## config.mk

```make
export PLATFORM = sky130hd
export DESIGN_NAME = slc3_mem_ctrl_flat
export DESIGN_NICKNAME = d
export VERILOG_FILES = /design/src/rtl/slc3_pkg.sv /design/src/rtl/slc3_mem_ctrl_if.sv /design/src/rtl/mem_wait_counter.sv /design/src/rtl/slc3_mem_ctrl.sv /design/src/flat_wrapper.sv
export SDC_FILE = /design/constraint.sdc
export NUM_CORES = 1
export LEC_CHECK = 0
export CAP_MARGIN = 10
export CORE_MARGIN = 5
export CORE_UTILIZATION = 40
export CTS_CLUSTER_SIZE = 16
export DETAILED_ROUTE_END_ITERATION = 6
export GPL_ROUTABILITY_DRIVEN = 0
export PLACE_DENSITY_LB_ADDON = 0.12
export SYNTH_ARGS = -nofsm -noshare
export SYNTH_HDL_FRONTEND = slang
export SYNTH_SLANG_ARGS = --single-unit
```

## constraint.sdc

```tcl
create_clock -name clk -period 3.2 [get_ports clk]
set_input_delay 0.64 -clock clk [delete_from_list [all_inputs] [get_ports clk]]
set_output_delay 0.64 -clock clk [all_outputs]
set_load 0.1 [all_outputs]
```

## src/rtl/slc3_pkg.sv

```systemverilog
// slc3_pkg: shared types and constants for the SLC-3 memory sequencer
package slc3_pkg;
  localparam int MEM_WAIT_DEFAULT = 2;
  localparam int WORD_W = 16;
  typedef enum logic [2:0] {IDLE, ADDR, ACCESS, CAPTURE, DONE} mem_state_t;
endpackage

```

## src/rtl/slc3_mem_ctrl_if.sv

```systemverilog
// slc3_mem_ctrl_if: request/response, MAR/MDR and SRAM pins of the memory sequencer
// slave = the sequencer; master = requester plus SRAM and register environment
interface slc3_mem_ctrl_if
  import slc3_pkg::*;
#(
  parameter int DATA_W = WORD_W
);
  logic              req_valid;
  logic              req_ready;
  logic              req_we;
  logic [DATA_W-1:0] req_addr;
  logic [DATA_W-1:0] req_wdata;
  logic              rsp_valid;
  logic [DATA_W-1:0] rsp_rdata;
  logic              mar_ld;
  logic [DATA_W-1:0] mar_din;
  logic              mdr_ld;
  logic [DATA_W-1:0] mdr_din;
  logic [DATA_W-1:0] mem_addr;
  logic [DATA_W-1:0] mem_wdata;
  logic [DATA_W-1:0] mem_rdata;
  logic              mem_ce_n;
  logic              mem_oe_n;
  logic              mem_we_n;
  modport slave (
    input  req_valid, req_we, req_addr, req_wdata, mem_rdata,
    output req_ready, rsp_valid, rsp_rdata, mar_ld, mar_din, mdr_ld, mdr_din,
           mem_addr, mem_wdata, mem_ce_n, mem_oe_n, mem_we_n
  );
  modport master (
    output req_valid, req_we, req_addr, req_wdata, mem_rdata,
    input  req_ready, rsp_valid, rsp_rdata, mar_ld, mar_din, mdr_ld, mdr_din,
           mem_addr, mem_wdata, mem_ce_n, mem_oe_n, mem_we_n
  );
endinterface

```

## src/rtl/mem_wait_counter.sv

```systemverilog
// mem_wait_counter: 4-bit loadable down-counter with zero flag
// ports: clk, reset (sync, active-low), ld_i/din_i load, dec_i decrement, zero_o count==0
module mem_wait_counter (
  input  logic       clk,
  input  logic       reset,
  input  logic       ld_i,
  input  logic       dec_i,
  input  logic [3:0] din_i,
  output logic       zero_o
);
  logic [3:0] cnt_q, cnt_d;
  assign zero_o = cnt_q == 4'd0;
  always_comb cnt_d = ld_i ? din_i : (dec_i && !zero_o) ? cnt_q - 4'd1 : cnt_q;
  always_ff @(posedge clk)
    if (!reset) cnt_q <= 4'd0;
    else cnt_q <= cnt_d;
endmodule

```

## src/rtl/slc3_mem_ctrl.sv

```systemverilog
// slc3_mem_ctrl: multi-cycle SRAM access sequencer driving MAR/MDR loads
// ports: clk, reset (sync, active-low), bus (slc3_mem_ctrl_if.slave: request/response,
// MAR/MDR strobes and data, active-low SRAM control pins)
module slc3_mem_ctrl
  import slc3_pkg::*;
#(
  parameter int WAIT_CYCLES = MEM_WAIT_DEFAULT,
  parameter int DATA_W = WORD_W
) (
  input logic           clk,
  input logic           reset,
  slc3_mem_ctrl_if.slave bus
);
  localparam logic [3:0] CNT_INIT = 4'(WAIT_CYCLES - 1);
  mem_state_t state_q, state_d;
  logic [DATA_W-1:0] addr_q, addr_d, wdata_q, wdata_d, rdata_q, rdata_d;
  logic we_q, we_d, cnt_ld, cnt_dec, cnt_zero, busy, acc;
  mem_wait_counter u_cnt (
    .clk   (clk),
    .reset (reset),
    .ld_i  (cnt_ld),
    .dec_i (cnt_dec),
    .din_i (CNT_INIT),
    .zero_o(cnt_zero)
  );
  always_ff @(posedge clk)
    if (!reset) begin
      state_q <= IDLE;
      addr_q  <= '0;
      wdata_q <= '0;
      rdata_q <= '0;
      we_q    <= 1'b0;
    end else begin
      state_q <= state_d;
      addr_q  <= addr_d;
      wdata_q <= wdata_d;
      rdata_q <= rdata_d;
      we_q    <= we_d;
    end
  always_comb begin
    state_d = state_q;
    addr_d  = addr_q;
    wdata_d = wdata_q;
    rdata_d = rdata_q;
    we_d    = we_q;
    cnt_ld  = 1'b0;
    cnt_dec = 1'b0;
    case (state_q)
      IDLE: if (bus.req_valid) begin
        addr_d  = bus.req_addr;
        wdata_d = bus.req_wdata;
        we_d    = bus.req_we;
        state_d = ADDR;
      end
      ADDR: begin
        cnt_ld  = 1'b1;
        state_d = ACCESS;
      end
      ACCESS: begin
        cnt_dec = !cnt_zero;
        state_d = cnt_zero ? CAPTURE : ACCESS;
      end
      CAPTURE: begin
        rdata_d = we_q ? rdata_q : bus.mem_rdata;
        state_d = DONE;
      end
      default: state_d = IDLE;
    endcase
  end
  assign busy          = state_q != IDLE;
  assign acc           = state_q == ACCESS || state_q == CAPTURE;
  assign bus.req_ready = !busy;
  assign bus.rsp_valid = state_q == DONE;
  assign bus.rsp_rdata = rdata_q;
  assign bus.mar_ld    = state_q == ADDR;
  assign bus.mar_din   = bus.mar_ld ? addr_q : '0;
  assign bus.mdr_ld    = state_q == CAPTURE && !we_q;
  assign bus.mdr_din   = bus.mdr_ld ? bus.mem_rdata : '0;
  assign bus.mem_addr  = busy ? addr_q : '0;
  assign bus.mem_wdata = busy ? wdata_q : '0;
  assign bus.mem_ce_n  = !acc;
  assign bus.mem_oe_n  = !(acc && !we_q);
  // WE rises entering CAPTURE while CE and data stay valid, giving write hold time
  assign bus.mem_we_n  = !(state_q == ACCESS && we_q);
endmodule
```

## src/flat_wrapper.sv

```systemverilog
// flat-port wrapper written by rule: the top's interface ports become plain ports
module slc3_mem_ctrl_flat import slc3_pkg::*;
#(
  parameter int WAIT_CYCLES = MEM_WAIT_DEFAULT,
  parameter int DATA_W = WORD_W
)
  (clk, reset, bus_req_valid, bus_req_we, bus_req_addr, bus_req_wdata, bus_mem_rdata, bus_req_ready, bus_rsp_valid, bus_rsp_rdata, bus_mar_ld, bus_mar_din, bus_mdr_ld, bus_mdr_din, bus_mem_addr, bus_mem_wdata, bus_mem_ce_n, bus_mem_oe_n, bus_mem_we_n);
  slc3_mem_ctrl_if #(.DATA_W(DATA_W)) bus_i ();
  input logic clk;
  input logic reset;
  input wire logic [$bits(bus_i.req_valid)-1:0] bus_req_valid;
  input wire logic [$bits(bus_i.req_we)-1:0] bus_req_we;
  input wire logic [$bits(bus_i.req_addr)-1:0] bus_req_addr;
  input wire logic [$bits(bus_i.req_wdata)-1:0] bus_req_wdata;
  input wire logic [$bits(bus_i.mem_rdata)-1:0] bus_mem_rdata;
  output wire logic [$bits(bus_i.req_ready)-1:0] bus_req_ready;
  output wire logic [$bits(bus_i.rsp_valid)-1:0] bus_rsp_valid;
  output wire logic [$bits(bus_i.rsp_rdata)-1:0] bus_rsp_rdata;
  output wire logic [$bits(bus_i.mar_ld)-1:0] bus_mar_ld;
  output wire logic [$bits(bus_i.mar_din)-1:0] bus_mar_din;
  output wire logic [$bits(bus_i.mdr_ld)-1:0] bus_mdr_ld;
  output wire logic [$bits(bus_i.mdr_din)-1:0] bus_mdr_din;
  output wire logic [$bits(bus_i.mem_addr)-1:0] bus_mem_addr;
  output wire logic [$bits(bus_i.mem_wdata)-1:0] bus_mem_wdata;
  output wire logic [$bits(bus_i.mem_ce_n)-1:0] bus_mem_ce_n;
  output wire logic [$bits(bus_i.mem_oe_n)-1:0] bus_mem_oe_n;
  output wire logic [$bits(bus_i.mem_we_n)-1:0] bus_mem_we_n;
  assign bus_i.req_valid = bus_req_valid;
  assign bus_i.req_we = bus_req_we;
  assign bus_i.req_addr = bus_req_addr;
  assign bus_i.req_wdata = bus_req_wdata;
  assign bus_i.mem_rdata = bus_mem_rdata;
  assign bus_req_ready = bus_i.req_ready;
  assign bus_rsp_valid = bus_i.rsp_valid;
  assign bus_rsp_rdata = bus_i.rsp_rdata;
  assign bus_mar_ld = bus_i.mar_ld;
  assign bus_mar_din = bus_i.mar_din;
  assign bus_mdr_ld = bus_i.mdr_ld;
  assign bus_mdr_din = bus_i.mdr_din;
  assign bus_mem_addr = bus_i.mem_addr;
  assign bus_mem_wdata = bus_i.mem_wdata;
  assign bus_mem_ce_n = bus_i.mem_ce_n;
  assign bus_mem_oe_n = bus_i.mem_oe_n;
  assign bus_mem_we_n = bus_i.mem_we_n;
  slc3_mem_ctrl #(.WAIT_CYCLES(WAIT_CYCLES), .DATA_W(DATA_W)) u_core (.clk(clk), .reset(reset), .bus(bus_i));
endmodule
```

==> key figures, run 1 <==
Timing
  • Final period utilization: 80.2%
  • F_max: between 0.3 and 0.4 GHz
  • Worst Skew: 0.00778 ns
  • Number of pins exceeding their max-slew limit in the final report: 0
  • Post-layout minimum cycle time: between 2 and 3 ns
  • RSZ-0062 raised after global routing: no
  • Final-report setup violation count: 0
  • Final Hold Viols: 0
  • Slew HR: 51.7%
  • Actual slew at the worst max-slew pin: just over 0.7 ns
  • Final setup margin: about 0.63 ns

Drt
  • Detailed router's first-iteration violation count: 106
  • Antenna Violating Nets Remaining: 0
  • DRC errors left: 0
  • Total Wirelength: 7380 µm
  • Via count: 2546
  • 1st-pass router iterations: 4
  • Routed wire per std cell: 14.2 µm
  • Vias/cell: 4.89

Global route
  • Pin count of the biggest net entering global routing: 49
  • Antenna violations before repair: 0
  • Via count of the first global-routing pass: 2482
  • Overflow left after global routing: 0
  • Global-route wire length before repair: roughly 12000 µm
  • Global routing usage summed across all routing layers: between 10% and 20%

Yosys
  • Synthesized instance count: 316
  • Synthesis warning total: 0
  • Fraction of the yosys area taken by sequential cells: 43.2%
  • Count of unique library cells instantiated by Yosys: 34
  • Net Count, Synth: 369
  • Post-Synthesis Cell Area: 2590 µm²
  • Mean area per synthesized cell: 8.20 µm²
  • Number of register bits inferred by synthesis: 56

Clock tree
  • Clock tree from TritonCTS: yes
  • Hold_buf cts: 0
  • Buffers inserted by post-CTS timing repair: 0
  • Post-cts gate resize count: 0
  • Master cell of the clock root buffer: sky130_fd_sc_hd__clkbuf_8
  • Clock slew at the register clock pins of the worst setup and hold paths: 0.10 ns
  • Clock H-tree levels: 2
  • Clock latency reported for the late side of the worst-skew pair: 0.31 ns
  • Number of CTS-inserted buffers: 5
  • Count of clock tree sinks: 56
  • Buffers from clock root to sink, at most: 2

Worst setup path
  • Number of buffers and inverters on the critical path: 2
  • Critical Path Sink Type: output port
  • CP Launch Point: u_core.state_q[0]
  • Critical Path AT: slightly below 2 ns
  • Cell at the slowest stage of the critical path: sky130_fd_sc_hd__dfxtp_1
  • Worst endpoint required time: 2.56 ns
  • Destination of the worst register-to-register timing path: u_core.u_cnt.cnt_q[3]
  • Reg-to-reg critical path startpoint: u_core.state_q[0]
  • Critical path cell sequence: nor3b_2, buf_4, and2_1, buf_12
  • Sort of element at the start of the critical path: flip-flop
  • Type of the setup path with the least slack: flip-flop to output port
  • Delay of the slowest cell on the worst path: 0.65 ns
  • Reg2Reg Setup Slack: 1.55 ns
  • CP Max Fanout: 15
  • Cell family with most CP delay: flip-flops
  • Worst r2r path cells: 4

Power
  • Fraction of power consumed by combinational cells: between 40% and 50%
  • Fraction of power spent switching nets: 44.5%
  • Cell internal pwr: 1.23 mW
  • Total leakage power: 1.76 nW
  • Net load switching power: just under 1 mW
  • Sequential share of power: 36.7%
  • PwrDens: 513 nW/µm²
  • Worst IR drop on VDD: 0.335 mV
  • Clock share of power: around 18%

Die
  • Area enclosed by the die boundary: 8190 µm²
  • Die Wd: around 90 µm
  • Vertical die dimension: 90.5 µm
  • Rows: 29
  • Starting Density: 41.1%
  • Floorplan core area: 6310 µm²
  • Number of I/O pins: 139

Min path
  • Hold Path End: u_core.wdata_q[4]
  • Type of the most critical hold path: flip-flop to flip-flop
  • Instance count along the most critical hold path: 2
  • Launch point of the worst hold path: u_core.wdata_q[4]

Placement
  • Worst Setup Slack post-DPL: 0.969 ns
  • HPWL after detailed placement: 5530 µm
  • Number of buffers inserted by port buffering: 138

Finish
  • Antenna cell count: 0
  • Final Core Density: 68.5%
  • Filler Cell Count: 508
  • Final net count: 496
  • Layout cell share with drive strength beyond 1: roughly a quarter
  • Syn-to-layout area delta: 66.7%

Status
  • Status: finished, final reports clean

Run
  • Max-cap violation count: 0
[kinds of logic (layout without fill, tap and decap cells)]
group           after synthesis  after routing  share of synthesized area [%]
flops                        56             56                           43.2
buf+inv                      29            157                           5.21
compound gates               56             56                           13.0
xor+xnor                      1              1                          0.338
simple gates                173            173                           37.7
fa+ha+maj                     1              1                          0.483
[per-layer routing]
layer / vias up / GRT usage (%) / routed length (µm)
li1: 1292 / - / -
met1: 1154 / 21.6 / 3040
met2: 90 / 29.4 / 3550
met3: 10 / 7.25 / 687
met4: 0 / 5.21 / 106
met5: - / 0 / 0
[stage by stage]
step                      instances  hold slack [ns]  area (µm²)  TNS [ns]  total power, mW
after floorplan                 316            0.424        2590     -2.04             1.53
after global placement          513            0.431        4230         0             1.82
after detailed placement        513            0.438        4230         0             1.83
after CTS                       521            0.452        4320         0             2.24
after global routing            521            0.476        4320         0             2.33
final                           521            0.450        4320         0             2.22
[power groups by stage]
stage / registers, mW / clock network (mW) / logic [mW]
finish: 0.814 / 0.407 / 0.996
detailed placement: 0.830 / 0 / 1.00
floorplan: 0.848 / 0 / 0.686
global route: 0.825 / 0.449 / 1.05
CTS: 0.814 / 0.421 / 1.00
global placement: 0.826 / 0 / 0.994
[final cells by class]
type | instances | area, µm² | area share [%]
Multi-Input combinational cell | 231 | 1350 | 31.3
Timing Repair Buffer | 144 | 1640 | 38.0
Clock inverter | 1 | 7.51 | 0.174
Sequential cell | 56 | 1120 | 25.9
Tap cell | 77 | 96.3 | 2.23
Inverter | 5 | 18.8 | 0.434
Clock buffer | 7 | 86.3 | 2.00
[worst reg2reg max path, stage by stage (launching register included)]
cell and delay [ns]:
sky130_fd_sc_hd__dfxtp_1 0.65, sky130_fd_sc_hd__nor3b_2 0.32, sky130_fd_sc_hd__buf_4 0.25, sky130_fd_sc_hd__nand2b_1 0.18, sky130_fd_sc_hd__o21ba_2 0.18
[synth_stat cells (all sizes together)]
library cell	n	share of area, %
nand3b	1	0.29
o21ai	33	6.4
o21ba	1	0.39
nor2b	33	8.0
nand3	33	6.4
a21bo	1	0.39
nor3	5	1.2
nand2b	2	0.48
nor2	3	0.43
o21a	16	4.6
nor4	1	0.24
ha	1	0.48
or3b	1	0.34
nand2	37	5.4
inv	5	0.72
xnor2	1	0.34
nor4b	1	0.58
buf	8	2.2
clkbuf	16	2.3
a221oi	1	0.34
and2	48	12
nand4bb	1	0.63
nand4b	1	0.34
a21boi	1	0.29
nor3b	3	1.3
and3	3	0.72
a21oi	3	0.58
dfxtp	56	43
[registers in the layout (all words and copies together), names as in the netlist]
name,cells
u_core.we_q,1
u_core.state_q,3
u_core.addr_q,16
u_core.bus.rsp_rdata,16
u_core.wdata_q,16
u_core.u_cnt.cnt_q,4
[worst max path at each step]
stage                       endpoint  cells after the start  slack (ns)
floorplan           bus_mem_addr[10]                      4       -0.22
global placement       bus_req_ready                      3        1.02
detailed placement   bus_mar_din[10]                      4        0.97
CTS                  bus_mar_din[10]                      4        0.62
global route         bus_mar_din[10]                      4        0.51
finish               bus_mar_din[10]                      4        0.63
[cell usage in the layout (no fill, tap or decap), drive strengths merged, types with 2 or more instances in the layout]
master / instances
dfxtp: 56
nand2: 37
o21ai: 33
a21oi: 3
nor3: 5
nor2: 3
inv: 5
o21a: 16
and2: 48
nand3: 33
nand2b: 2
buf: 94
and3: 3
nor2b: 33
nor3b: 3
clkbuf: 7
clkdlybuf4s50: 50
Power figures use the tool's default switching activity.
==> run 2, diff against run 1 <==
- CORE_UTILIZATION: 40 -> 39
- clock period: 3.2 -> 2.61 ns (I/O delays scaled with it)
==> run 2 against run 1 <==
- total power up 30%
- utilization up 6.7 points
- via count up 1.8%
- setup slack worse by 0.43 ns
- sequential cell count unchanged
- register-to-register slack worse by 0.60 ns
==> key figures, run 2 (synthesis gave the netlist of run 1 again) <==
Worst setup path
  • Type of the setup path with the least slack: flip-flop to output port
  • Sort of element at the start of the critical path: flip-flop
  • CP Max Fanout: 17 (+2)
  • Delay of the slowest cell on the worst path: 0.67 ns (+0.02 ns)
  • Reg2Reg Setup Slack: 0.95 ns (-0.60 ns)
  • Critical Path AT: 1.89 ns (-0.04 ns)
  • Worst r2r path cells: 3 (-1)
  • Reg-to-reg critical path startpoint: u_core.state_q[1]
  • Critical path cell sequence: nand4bb_2, inv_2, and2_1, buf_12
  • Number of buffers and inverters on the critical path: 2 (unchanged)
  • Cell at the slowest stage of the critical path: sky130_fd_sc_hd__dfxtp_1
  • Worst endpoint required time: 2.09 ns (-0.47 ns)
  • Critical Path Sink Type: output port
  • Cell family with most CP delay: flip-flops
  • Destination of the worst register-to-register timing path: u_core.u_cnt.cnt_q[3]

Drt
  • 1st-pass router iterations: 4 (unchanged)
  • Length of routed met3 wiring: 602 µm (-12%)
  • Wire length on met1: 3140 µm (+3.2%)
  • Total Wirelength: 7790 µm (+5.5%)
  • Met2 wire length: 3970 µm (+12%)
  • DRC errors left: 0 (unchanged)
  • Detailed router's first-iteration violation count: 95 (-10%)
  • Top layer in use: met4
  • Antenna Violating Nets Remaining: 0 (unchanged)
  • Via count: 2592 (+1.8%)
  • Vias/cell: 4.95 (+1.2%)
  • Routed wire per std cell: 14.9 µm (+4.9%)

Die
  • Area enclosed by the die boundary: 8380 µm² (+2.3%)
  • Starting Density: 40.4% (-0.70 points)
  • Die Wd: 91.5 µm (+1.1%)
  • Number of I/O pins: 139 (unchanged)
  • Rows: 29 (unchanged)
  • Vertical die dimension: 91.5 µm (+1.1%)
  • Floorplan core area: 6420 µm² (+1.7%)

Finish
  • Layout cell share with drive strength beyond 1: 32.9% (+8.1 points)
  • Final net count: 499 (+0.60%)
  • Filler Cell Count: 491 (-3.3%)
  • Combined area of the multi-input logic cells: 1430 µm² (+5.5%)
  • Register area: 1120 µm² (unchanged)
  • Syn-to-layout area delta: 86.3%
  • Final std cells w/o fill: 524 (+0.58%)
  • Leading cell types in the layout, fill and taps excluded: 68 x sky130_fd_sc_hd__buf_12, 56 x sky130_fd_sc_hd__dfxtp_1, 50 x sky130_fd_sc_hd__clkdlybuf4s50_1
  • Antenna cell count: 0 (unchanged)
  • Finished Cell Area: 4830 µm² (+12%)
  • Most common cell after layout, fill and taps aside: sky130_fd_sc_hd__buf_12

Status
  • Status: finished, final reports clean

Power
  • Worst IR drop on VDD: 0.360 mV (+7.6%)
  • PwrDens: 596 nW/µm² (+16%)
  • Total leakage power: 1.89 nW (+7.1%)

Placement
  • DP Cell Count: 516 (+0.58%)
  • Placed Area: 4740 µm² (+12%)
  • Number of buffers inserted by port buffering: 138 (unchanged)
  • HPWL after detailed placement: 6020 µm (+8.9%)

Global route
  • Global routing usage summed across all routing layers: 18.9% (+0.93 points)
  • Antenna violations before repair: 0 (unchanged)
  • Via count of the first global-routing pass: 2624 (+5.7%)
  • Pin count of the biggest net entering global routing: 66 (+35%)
  • Global-route wire length before repair: 12900 µm (+3.6%)
  • Overflow left after global routing: 0 (unchanged)

Clock tree
  • Post-cts gate resize count: 0 (unchanged)
  • Master cell of the clock root buffer: sky130_fd_sc_hd__clkbuf_8
  • Clock H-tree levels: 2 (unchanged)
  • Buffers from clock root to sink, at most: 2 (unchanged)
  • Clock tree from TritonCTS: yes
  • Hold_buf cts: 0 (unchanged)
  • Clock slew at the register clock pins of the worst setup and hold paths: 0.10 ns (about the same)
  • Clock latency reported for the late side of the worst-skew pair: 0.31 ns (about the same)
  • Buffers inserted by post-CTS timing repair: 0 (unchanged)
  • Number of CTS-inserted buffers: 5 (unchanged)
  • Count of clock tree sinks: 56 (unchanged)

Timing
  • Final period utilization: 92.3%
  • RSZ-0062 raised after global routing: no
  • Worst Skew: 0.00455 ns (-0.00324 ns)
  • Actual slew at the worst max-slew pin: 0.631 ns (-0.0939 ns)
  • Final Hold Viols: 0 (unchanged)
  • Final-report setup violation count: 0 (unchanged)
  • Post-layout minimum cycle time: 2.41 ns
  • F_max: between 0.4 and 0.5 GHz
  • Final hold slack: 0.453 ns (+0.00250 ns)
  • Slew HR: 57.9% (+6.3 points)
  • Number of pins exceeding their max-slew limit in the final report: 0 (unchanged)

Min path
  • Hold Path End: u_core.wdata_q[14]
  • Instance count along the most critical hold path: 2 (unchanged)
  • Launch point of the worst hold path: u_core.wdata_q[14]
  • Type of the most critical hold path: flip-flop to flip-flop

Run
  • Max-cap violation count: 0 (unchanged)
-- run 2: changes by cell type in the layout (fill, tap and decap cells not counted), sizes merged --
cell / delta
clkinvlp: -1
clkinv: +2
clkbuf: -1
buf: +3
-- run 2: worst reg2reg max path, delay by kind of cell (launching register included) --
family             cells  cell delay, ns
AOI/OAI and AO/OA      2            0.38
and+or+nand+nor        1            0.52
DFF                    1            0.66
-- run 2: metrics by stage --
step	utilization [%]	power (mW)	setup TNS (ns)	worst slack [ns]
finish	75.2	2.88	0	0.202
global route	75.2	3.01	0	0.0516
CTS	75.2	2.91	0	0.175
detailed placement	73.8	2.42	0	0.531
global placement	73.8	2.40	0	0.600
floorplan	-	1.91	-2.83	-0.471
-- run 2: cell type report --
type                            count  share of cell area, %
Clock inverter                      2                  0.207
Sequential cell                    56                   23.2
Clock buffer                        6                   1.71
Timing Repair Buffer              147                   43.0
Multi-Input combinational cell    231                   29.5
Tap cell                           77                   1.99
Inverter                            5                  0.389
-- run 2: how the worst max path moves through the flow --
stage | startpoint | depth (start not counted) | end | slack [ns]
after global routing | u_core.state_q[0] | 4 | bus_mdr_din[14] | 0.05
final | u_core.state_q[0] | 4 | bus_mdr_din[14] | 0.20
after detailed placement | u_core.state_q[0] | 4 | bus_mdr_din[14] | 0.53
after floorplan | u_core.state_q[0] | 4 | bus_mem_addr[13] | -0.47
after CTS | u_core.state_q[0] | 4 | bus_mdr_din[14] | 0.17
after global placement | u_core.state_q[0] | 4 | bus_mar_din[15] | 0.60
-- run 2: metal layers --
| layer | GRT usage (%) | up-vias |
|---|---|---|
| li1 | - | 1302 |
| met2 | 34.4 | 84 |
| met3 | 5.79 | 6 |
| met4 | 5.28 | 0 |
| met1 | 21.1 | 1200 |
| met5 | 0 | - |
-- run 2: where the power goes --
part	leakage, nW	switching (mW)	internal [mW]	total (mW)
Clock	0.0510	0.277	0.213	0.490
Combinational	1.38	0.908	0.482	1.39
Sequential	0.457	0.0667	0.932	0.999
